[src/rtl/ppu_pkg.sv]
// ppu_pkg: shared types and constants for the PPU write scheduler
package ppu_pkg;
  typedef enum logic [1:0] {WAIT_BLANK = 2'd0, DRAIN = 2'd1, DONE = 2'd2} sched_state_t;
  typedef struct packed {
    logic [2:0]  addr;
    logic [31:0] data;
  } ppu_wr_t;
  localparam logic [2:0] CTRL_ADDR = 3'd7;
endpackage

[src/rtl/ppu_write_scheduler_if.sv]
// ppu_write_scheduler_if: Avalon write port in, committed sprite-register word out
interface ppu_write_scheduler_if;
  logic        chipselect;
  logic        write;
  logic [2:0]  address;
  logic [31:0] writedata;
  logic        commit_valid;
  logic [2:0]  commit_addr;
  logic [31:0] commit_data;
  modport master (output chipselect, write, address, writedata, input commit_valid, commit_addr, commit_data);
  modport slave (input chipselect, write, address, writedata, output commit_valid, commit_addr, commit_data);
endinterface

[src/rtl/ppu_wr_fifo.sv]
// ppu_wr_fifo: synchronous FIFO of queued register writes; flush empties it and masks any pop
module ppu_wr_fifo
  import ppu_pkg::*;
#(
  parameter int DEPTH = 16,
  localparam int AW = $clog2(DEPTH)
) (
  input  logic          clk,
  input  logic          rst,
  input  logic          i_push,
  input  ppu_wr_t       i_din,
  input  logic          i_pop,
  input  logic          i_flush,
  output ppu_wr_t       o_dout,
  output logic [AW:0]   o_count,
  output logic          o_full,
  output logic          o_empty
);
  ppu_wr_t       r_mem [DEPTH];
  logic [AW-1:0] r_wr;
  logic [AW-1:0] r_rd;
  logic [AW:0]   r_count;
  logic          w_push;
  logic          w_pop;
  assign o_count = r_count;
  assign o_full  = r_count == (AW+1)'(DEPTH);
  assign o_empty = r_count == '0;
  assign o_dout  = r_mem[r_rd];
  assign w_push  = i_push & ~o_full & ~i_flush;
  assign w_pop   = i_pop & ~o_empty & ~i_flush;
  // storage array, written at the tail
  always_ff @(posedge clk)
    if (w_push) r_mem[r_wr] <= i_din;
  // pointers wrap naturally at DEPTH; flush drops everything by snapping read to write
  always_ff @(posedge clk or posedge rst)
    if (rst) begin
      r_wr    <= '0;
      r_rd    <= '0;
      r_count <= '0;
    end else if (i_flush) begin
      r_rd    <= r_wr;
      r_count <= '0;
    end else begin
      r_wr    <= r_wr + AW'(w_push);
      r_rd    <= r_rd + AW'(w_pop);
      r_count <= r_count + (AW+1)'(w_push) - (AW+1)'(w_pop);
    end
endmodule

[src/rtl/ppu_write_scheduler.sv]
// ppu_write_scheduler: queues host writes and releases them to the sprite modules only during vblank
module ppu_write_scheduler
  import ppu_pkg::*;
#(
  parameter int DEPTH       = 16,
  parameter int VACTIVE     = 480,
  parameter int VTOTAL      = 525,
  parameter int MAX_COMMITS = 32,
  localparam int AW = $clog2(DEPTH),
  localparam int CW = $clog2(MAX_COMMITS + 1)
) (
  input  logic                  clk,
  input  logic                  reset,
  ppu_write_scheduler_if.slave  bus,
  input  logic [9:0]            vcount,
  output logic [AW:0]           fifo_count,
  output logic                  fifo_full,
  output logic                  overflow,
  output logic                  frame_tick,
  output logic [1:0]            state_dbg
);
  sched_state_t r_state;
  logic [CW-1:0] r_commits;
  logic          r_vblank_q;
  logic          r_frame_tick;
  logic          r_overflow;
  logic          r_commit_valid;
  logic [2:0]    r_commit_addr;
  logic [31:0]   r_commit_data;
  logic          w_vblank;
  logic          w_blank_rise;
  logic          w_wr;
  logic          w_ctrl;
  logic          w_push;
  logic          w_flush;
  logic          w_pop;
  logic          w_stop;
  logic          w_full;
  logic          w_empty;
  logic [AW:0]   w_count;
  logic [AW:0]   w_next_count;
  ppu_wr_t       w_dout;
  assign w_vblank     = (vcount >= 10'(VACTIVE)) && (vcount < 10'(VTOTAL));
  assign w_blank_rise = w_vblank & ~r_vblank_q;
  assign w_wr         = bus.chipselect & bus.write;
  assign w_ctrl       = w_wr & (bus.address == CTRL_ADDR);
  assign w_push       = w_wr & ~w_ctrl;
  assign w_flush      = w_ctrl & bus.writedata[1];
  assign w_pop        = (r_state == DRAIN) & ~w_empty & ~w_flush & (r_commits < CW'(MAX_COMMITS));
  assign w_next_count = w_flush ? '0 : w_count + (AW+1)'(w_push & ~w_full) - (AW+1)'(w_pop);
  assign w_stop       = (w_next_count == '0) | ((r_commits + CW'(w_pop)) == CW'(MAX_COMMITS)) | ~w_vblank;
  ppu_wr_fifo #(.DEPTH(DEPTH)) u_fifo (
    .clk     (clk),
    .rst     (reset),
    .i_push  (w_push),
    .i_din   ({bus.address, bus.writedata}),
    .i_pop   (w_pop),
    .i_flush (w_flush),
    .o_dout  (w_dout),
    .o_count (w_count),
    .o_full  (w_full),
    .o_empty (w_empty)
  );
  // vblank edge detect, registered commit port and sticky overflow
  always_ff @(posedge clk or posedge reset)
    if (reset) begin
      r_vblank_q     <= 1'b0;
      r_frame_tick   <= 1'b0;
      r_overflow     <= 1'b0;
      r_commit_valid <= 1'b0;
      r_commit_addr  <= '0;
      r_commit_data  <= '0;
    end else begin
      r_vblank_q     <= w_vblank;
      r_frame_tick   <= w_blank_rise;
      r_overflow     <= (w_push & w_full) | (r_overflow & ~(w_ctrl & bus.writedata[0]));
      r_commit_valid <= w_pop;
      if (w_pop) {r_commit_addr, r_commit_data} <= w_dout;
    end
  // frame scheduler: wait for vblank, drain within budget, then hold until active video resumes
  always_ff @(posedge clk or posedge reset)
    if (reset) begin
      r_state   <= WAIT_BLANK;
      r_commits <= '0;
    end else begin
      case (r_state)
        WAIT_BLANK: if (w_blank_rise) begin
          r_state   <= DRAIN;
          r_commits <= '0;
        end
        DRAIN: begin
          r_commits <= r_commits + CW'(w_pop);
          if (w_stop) r_state <= DONE;
        end
        DONE: if (!w_vblank) r_state <= WAIT_BLANK;
        default: r_state <= WAIT_BLANK;
      endcase
    end
  assign fifo_count       = w_count;
  assign fifo_full        = w_full;
  assign overflow         = r_overflow;
  assign frame_tick       = r_frame_tick;
  assign state_dbg        = r_state;
  assign bus.commit_valid = r_commit_valid;
  assign bus.commit_addr  = r_commit_addr;
  assign bus.commit_data  = r_commit_data;
endmodule

[src/flat_wrapper.sv]
// flat-port wrapper written by rule: the top's interface ports become plain ports
module ppu_write_scheduler_flat import ppu_pkg::*;
#(
  parameter int DEPTH       = 16,
  parameter int VACTIVE     = 480,
  parameter int VTOTAL      = 525,
  parameter int MAX_COMMITS = 32,
  localparam int AW = $clog2(DEPTH),
  localparam int CW = $clog2(MAX_COMMITS + 1)
)
  (clk, reset, vcount, fifo_count, fifo_full, overflow, frame_tick, state_dbg, bus_chipselect, bus_write, bus_address, bus_writedata, bus_commit_valid, bus_commit_addr, bus_commit_data);
  ppu_write_scheduler_if bus_i ();
  input  logic clk;
  input  logic reset;
  input  logic [9:0] vcount;
  output logic [AW:0] fifo_count;
  output logic fifo_full;
  output logic overflow;
  output logic frame_tick;
  output logic [1:0] state_dbg;
  input wire logic [$bits(bus_i.chipselect)-1:0] bus_chipselect;
  input wire logic [$bits(bus_i.write)-1:0] bus_write;
  input wire logic [$bits(bus_i.address)-1:0] bus_address;
  input wire logic [$bits(bus_i.writedata)-1:0] bus_writedata;
  output wire logic [$bits(bus_i.commit_valid)-1:0] bus_commit_valid;
  output wire logic [$bits(bus_i.commit_addr)-1:0] bus_commit_addr;
  output wire logic [$bits(bus_i.commit_data)-1:0] bus_commit_data;
  assign bus_i.chipselect = bus_chipselect;
  assign bus_i.write = bus_write;
  assign bus_i.address = bus_address;
  assign bus_i.writedata = bus_writedata;
  assign bus_commit_valid = bus_i.commit_valid;
  assign bus_commit_addr = bus_i.commit_addr;
  assign bus_commit_data = bus_i.commit_data;
  ppu_write_scheduler #(.DEPTH(DEPTH), .VACTIVE(VACTIVE), .VTOTAL(VTOTAL), .MAX_COMMITS(MAX_COMMITS)) u_core (.clk(clk), .reset(reset), .bus(bus_i), .vcount(vcount), .fifo_count(fifo_count), .fifo_full(fifo_full), .overflow(overflow), .frame_tick(frame_tick), .state_dbg(state_dbg));
endmodule
[config.mk]
export PLATFORM = sky130hd
export DESIGN_NAME = ppu_write_scheduler_flat
export DESIGN_NICKNAME = d
export VERILOG_FILES = /design/src/rtl/ppu_pkg.sv /design/src/rtl/ppu_write_scheduler_if.sv /design/src/rtl/ppu_wr_fifo.sv /design/src/rtl/ppu_write_scheduler.sv /design/src/flat_wrapper.sv
export SDC_FILE = /design/constraint.sdc
export NUM_CORES = 1
export LEC_CHECK = 0
export ABC_CLOCK_PERIOD_IN_PS = 6310
export CAP_MARGIN = 20
export CORE_UTILIZATION = 35
export DETAILED_ROUTE_END_ITERATION = 6
export DONT_BUFFER_PORTS = 1
export PLACE_DENSITY = 0.49
export SLEW_MARGIN = 25
export SYNTH_ARGS = -nofsm -noshare
export SYNTH_HDL_FRONTEND = slang
export SYNTH_SLANG_ARGS = --single-unit
export TNS_END_PERCENT = 50
[constraint.sdc]
create_clock -name clk -period 6.31 [get_ports clk]
set_input_delay 0 -clock clk [delete_from_list [all_inputs] [get_ports clk]]
set_output_delay 0 -clock clk [all_outputs]
set_load 0.01 [all_outputs]
# Word level (Yosys, flattened, before mapping)
# Memories as Yosys holds them, arrays and structs flattened. A register that Yosys moved wholly into a read port is not among the register bits.
# Index checks and enable logic that the tools add are counted.
[word_totals]
regBits = 25
ramBits = 560
output_inout_bits = 46
mem_count = 1
[memory_table]
columns = ["memory", "words", "width", "rd", "rd_clocked_by_memory_dff", "wr", "line", "text"]
rows = [
  ["u_core.u_fifo.r_mem", 16, 35, 1, 1, 1, "ppu_wr_fifo.sv:19", "ppu_wr_t r_mem [DEPTH];"],
]
[op_classes]
add_sub_neg = 7
n_lt_le_gt_ge = 3
n_eq_ne = 8
muxes = 11
bitwise = 27
reduce_logical = 7
[ops]
columns = ["op", "count"]
rows = [
  ["1-bit bitwise AND", 15],
  ["6-bit one-hot mux with 2 select lines", 1],
  ["10-bit by 9-bit >= comparator with 1-bit output, second input constant", 1],
  ["5-bit zero test", 2],
  ["10-bit less-than comparator, second input constant", 1],
  ["5-bit 2-to-1 mux", 2],
  ["5-bit by 1-bit subtractor with 5-bit output", 2],
  ["4-bit by 1-bit adder with 4-bit output", 2],
  ["1-bit inverter", 7],
  ["6-bit by 1-bit adder with 6-bit output", 1],
  ["6-bit equality test, second input constant", 1],
  ["6-bit less-than comparator, second input constant", 1],
  ["2-bit 2-to-1 mux", 3],
  ["6-bit 2-to-1 mux", 1],
  ["2-bit one-hot mux with 3 select lines", 1],
  ["5-bit by 1-bit adder with 5-bit output", 1],
  ["5-bit adder", 1],
  ["1-bit by 5-bit bitwise AND with 5-bit output", 1],
  ["5-bit equality test, second input constant", 1],
  ["1-bit inverter with 5-bit output", 1],
  ["4-bit 2-to-1 mux", 1],
  ["2-bit by 1-bit inequality test with 1-bit output, second input constant", 2],
  ["3-bit equality test, second input constant", 1],
  ["1-bit bitwise OR", 3],
  ["other kinds (9)", 10],
]

# Depth between registers and ports, before layout
[depth]
depth_word = 13
depth_mapped = 16
mapped_depth_nobuf = 15

# Modules after synthesis
# From an unflattened synthesis, not the netlist that was laid out.
[unflattened]
hier_cells = 1274
hier_area_um2 = 24567.3
[by_module_without_submodules]
columns = ["mod", "instances", "cells_each", "area_per_inst_um2"]
rows = [
  ["ppu_wr_fifo", 1, 1106, 22242.6],
  ["ppu_write_scheduler", 1, 168, 2324.7],
]

# Worst setup path after synthesis
# Ideal clock, no wire load.
[synth_timing]
path_type = "reg2reg"
startpoint = "register u_core.u_fifo.r_count[2] (netlist: u_core.u_fifo.o_count[2])"
endpoint = "memory u_core.u_fifo.r_mem[0][0] (netlist bit), enable pin"
setup_time_ns = 0.471
arrival_time_ns = 4.073
path_slack_ns = 1.766
stages_incl_launch_ff = 8
n_path_buf = 0
synth_period_minus_slack_ns = 4.544
path_cell_list = "dfrtp_1 > inv_1 > ha_1 > nor4bb_1 > nor3_1 > inv_1 > or3_1 > nor3_1"
[synth_between]
elab_chain_len = 6
[synth_rtl]
columns = ["element", "line", "text"]
rows = [
  ["from (decl)", "ppu_wr_fifo.sv:22", "logic [AW:0] r_count;"],
  ["from (signal assigned)", "ppu_wr_fifo.sv:46", "r_count <= r_count + (AW+1)'(w_push) - (AW+1)'(w_pop);"],
  ["5-bit equality test", "ppu_wr_fifo.sv:26", "assign o_full = r_count == (AW+1)'(DEPTH);"],
  ["via fifo_full", "flat_wrapper.sv:17", "output logic fifo_full;"],
  ["1-bit inverter", "ppu_wr_fifo.sv:29", "assign w_push = i_push & ~o_full & ~i_flush;"],
  ["1-bit bitwise AND (2 in a row)", "ppu_wr_fifo.sv:29", ""],
  ["1-bit 2-to-1 mux", "ppu_wr_fifo.sv:33", "if (w_push) r_mem[r_wr] <= i_din;"],
  ["1-bit 2-to-1 mux (implied by the code)", "ppu_wr_fifo.sv:33", ""],
  ["to (decl)", "ppu_wr_fifo.sv:19", ""],
]
# The timed path passes the listed nets, and every way through them passes these cells.

# Worst setup path after layout
[layout_timing]
startpoint = "register u_core.u_fifo.r_count[2] (netlist: u_core.u_fifo.o_count[2])"
endpoint = "memory u_core.u_fifo.r_mem[4][11] (netlist bit), enable pin"
# Same word-level chain as after synthesis.

==> flow_summary.json <==
{
  "setup_tns_ns": 0,
  "gp_congestion": 0.729,
  "synth_warnings": 0,
  "crit_required_ns": 6.58,
  "yosysTopAreaCell": "edfxtp_1",
  "grt_pass1_wl_um": 81800,
  "syn_to_final_growth_pct": 16.8,
  "initial_utilization_pct": 35.7,
  "critical_path.max_fanout": 21,
  "synth_top_cell_area_share_pct": 69.7,
  "syn_nets": 1176,
  "synth_area_mm2": 0.0241,
  "drc": 0,
  "vdd_drop_max_uv": 172,
  "ys_ff_latch": 620,
  "fin_nets": 1274,
  "max_slew_margin_pct": 35.3,
  "dpl_worst_slack_ns": 2.46,
  "postRouteAntennaNets": 0,
  "cts-htree-levels": 3,
  "dp_hpwl_um": 29800,
  "n_fill_cell": 5844,
  "crit_type": "register to register",
  "fin_crit_sh_pct": 58.6,
  "hold_slack_ns": 0.173,
  "numCtsBuffers": 69,
  "worstPathArrival_ns": 3.96,
  "firstDrtPassIters": 5,
  "grt_usage_pct": 16.2,
  "cts_root_buf": "clkbuf_16",
  "drt-total-wl_um": 55400,
  "core-area_mm2": 0.0676,
  "ioPinCount": 95,
  "die_h_um": 264,
  "grt_max_degree": 61,
  "grt_util_met1_pct": 22.8,
  "use_met3_pct": 3.40,
  "ys.flop_type": "edfxtp_1",
  "slew_viol_final": 0,
  "cts-resized-gates": 0,
  "fin_util_pct": 41.6,
  "vias_per_cell": 5.22,
  "async_flop_share_pct": 9.68,
  "overflow": 0,
  "clock_latency_ns": 0.60,
  "power.density_mw_per_mm2": 419,
  "period_needed_ns": 3.70,
  "worst_slack_ns": 2.61,
  "dieArea_mm2": 0.0699,
  "hp-class": "input pin to register",
  "drive_gt1_share_pct": 26.3,
  "syn_avg_cell_area_um2": 21.7,
  "top_usage_layer": "met2",
  "port_buffers": 0,
  "timing.fmax_mhz": 270,
  "outcome": "complete, no violations",
  "hold_viol": 0,
  "setup_viol": 0,
  "endpoint_kind": "register",
  "use_met2_pct": 25.5,
  "dr_total_vias": 11200,
  "cap_violations": 0,
  "antenna_found_initial": 5,
  "stdcell_area_mm2": 0.0282,
  "synth.most_common_cell": "edfxtp_1",
  "wl_per_cell_um": 25.9,
  "synth_edf_count": 560,
  "leakage_nw": 9.07,
  "clock_skew_ns": 0.0179,
  "tightest_slew_ns": 0.971,
  "synth_area_leaders": "edfxtp_1, mux4_2, dfrtp_1",
  "cp-start-kind": "register",
  "syn_inst": 1111,
  "cts_tree": "done",
  "ys_types": 49,
  "ys_seq_area_share_pct": 76.0,
  "post_dp_cell_area_mm2": 0.0255,
  "row_count": 95,
  "drtIter0Drc": 724,
  "cts_buffer_depth": 3,
  "rsz0062_at_grt": "no",
  "netlist_top_cells_count": "edfxtp_1, mux4_2, mux2i_1",
  "grt_pass1_vias": 11600,
  "die_w_um": 264,
  "clk_pin_slew_ns": 0.05,
  "cts_sinks": 620
}
[state kept, by name (all words and copies together) (netlist names)]
signal / cells
u_core.overflow: 1
u_core.bus.commit_data: 32
u_core.frame_tick: 1
u_core.r_commits: 6
u_core.state_dbg: 2
u_core.u_fifo.o_count: 5
u_core.bus.commit_valid: 1
u_core.u_fifo.r_rd: 4
u_core.bus.commit_addr: 3
u_core.u_fifo.r_mem: 560
u_core.r_vblank_q: 1
u_core.u_fifo.r_wr: 4
[placed cells by master (no fill, tap or decap), types with 6 or more instances in the layout]
master         count
a21oi_1            6
buf_4             29
bufinv_16          6
clkbuf_1          18
clkbuf_16         73
clkinv_1          10
clkinv_2          13
dfrtp_1           57
dlygate4sd3_1     46
edfxtp_1         560
ha_1              14
inv_1             11
mux2i_1           71
mux4_2           140
nand2_1           55
nor2_1             8
nor2_4            12
o221ai_2          30
xnor2_1           10
[critical path, stage by stage, from the launching register on]
cell	delay [ns]
dfrtp_1	0.45
inv_1	0.09
ha_1	0.21
nor4bb_2	0.22
nor3_1	0.58
inv_1	0.13
or3_1	0.50
nor2_4	0.75
buf_4	0.43
[path summary, 6_finish.rpt]
path	depth (start not counted)	slack, ns	end	from
worst max-delay path	8	2.61	u_core.u_fifo.r_mem[4][11]	u_core.u_fifo.o_count[2]
worst min-delay path	3	0.17	u_core.overflow	bus_chipselect
worst max register to register	8	2.61	u_core.u_fifo.r_mem[4][11]	u_core.u_fifo.o_count[2]
worst min register to register	1	0.52	u_core.r_commits[0]	u_core.r_commits[0]
max in group asynchronous	5	5.22	u_core.bus.commit_data[26]	reset
min in group asynchronous	4	0.48	u_core.bus.commit_data[1]	reset
[per-layer routing]
| metal | up-vias | wire length (um) |
|---|---|---|
| li1 | 4835 | - |
| met1 | 6021 | 25200 |
| met2 | 239 | 26300 |
| met3 | 54 | 2980 |
| met4 | 6 | 862 |
| met5 | - | 34 |
[repair_timing]
item	CTS	global route
hold buffers	46	0
setup buffers	0	0
endpoints found under the hold margin	638	0
[stage by stage]
| step | std cells | total power [mW] |
|---|---|---|
| 2_1_floorplan | 1111 | 7.17 |
| 6_report | 2138 | 11.8 |
| 5_1_grt | 2136 | 12.4 |
| 3_5_place_dp | 1965 | 7.95 |
| 4_1_cts | 2135 | 12.0 |
| 3_3_place_gp | 1959 | 7.93 |
[logic make-up after synthesis]
kind of cell | after synthesis | synth area share [%]
DFF | 620 | 76.0
muxes | 213 | 16.1
and+or+nand+nor | 119 | 2.38
buffers and inverters | 68 | 1.37
AOI/OAI and AO/OA | 62 | 2.80
adders and majority gates | 16 | 0.893
xor gates and xnor gates | 13 | 0.472
[layout make-up]
class / instances / area, um2 / area share (%)
flip-flops and latches: 620 / 18300 / 65.1
repair buffers: 82 / 856 / 3.04
clock buffers: 94 / 1940 / 6.88
clock inverters: 30 / 297 / 1.05
well taps: 873 / 1090 / 3.88
multi-input cells: 423 / 5580 / 19.8
inverters: 13 / 51.3 / 0.182
diodes: 3 / 7.51 / 0.0267
[power by group]
part	leakage, nW	switching, mW	internal [mW]
clock	1.09	1.57	2.39
sequential	5.77	0.453	4.81
combinational	2.20	1.30	1.28
Note: power is estimated with default switching activity, not from simulation.
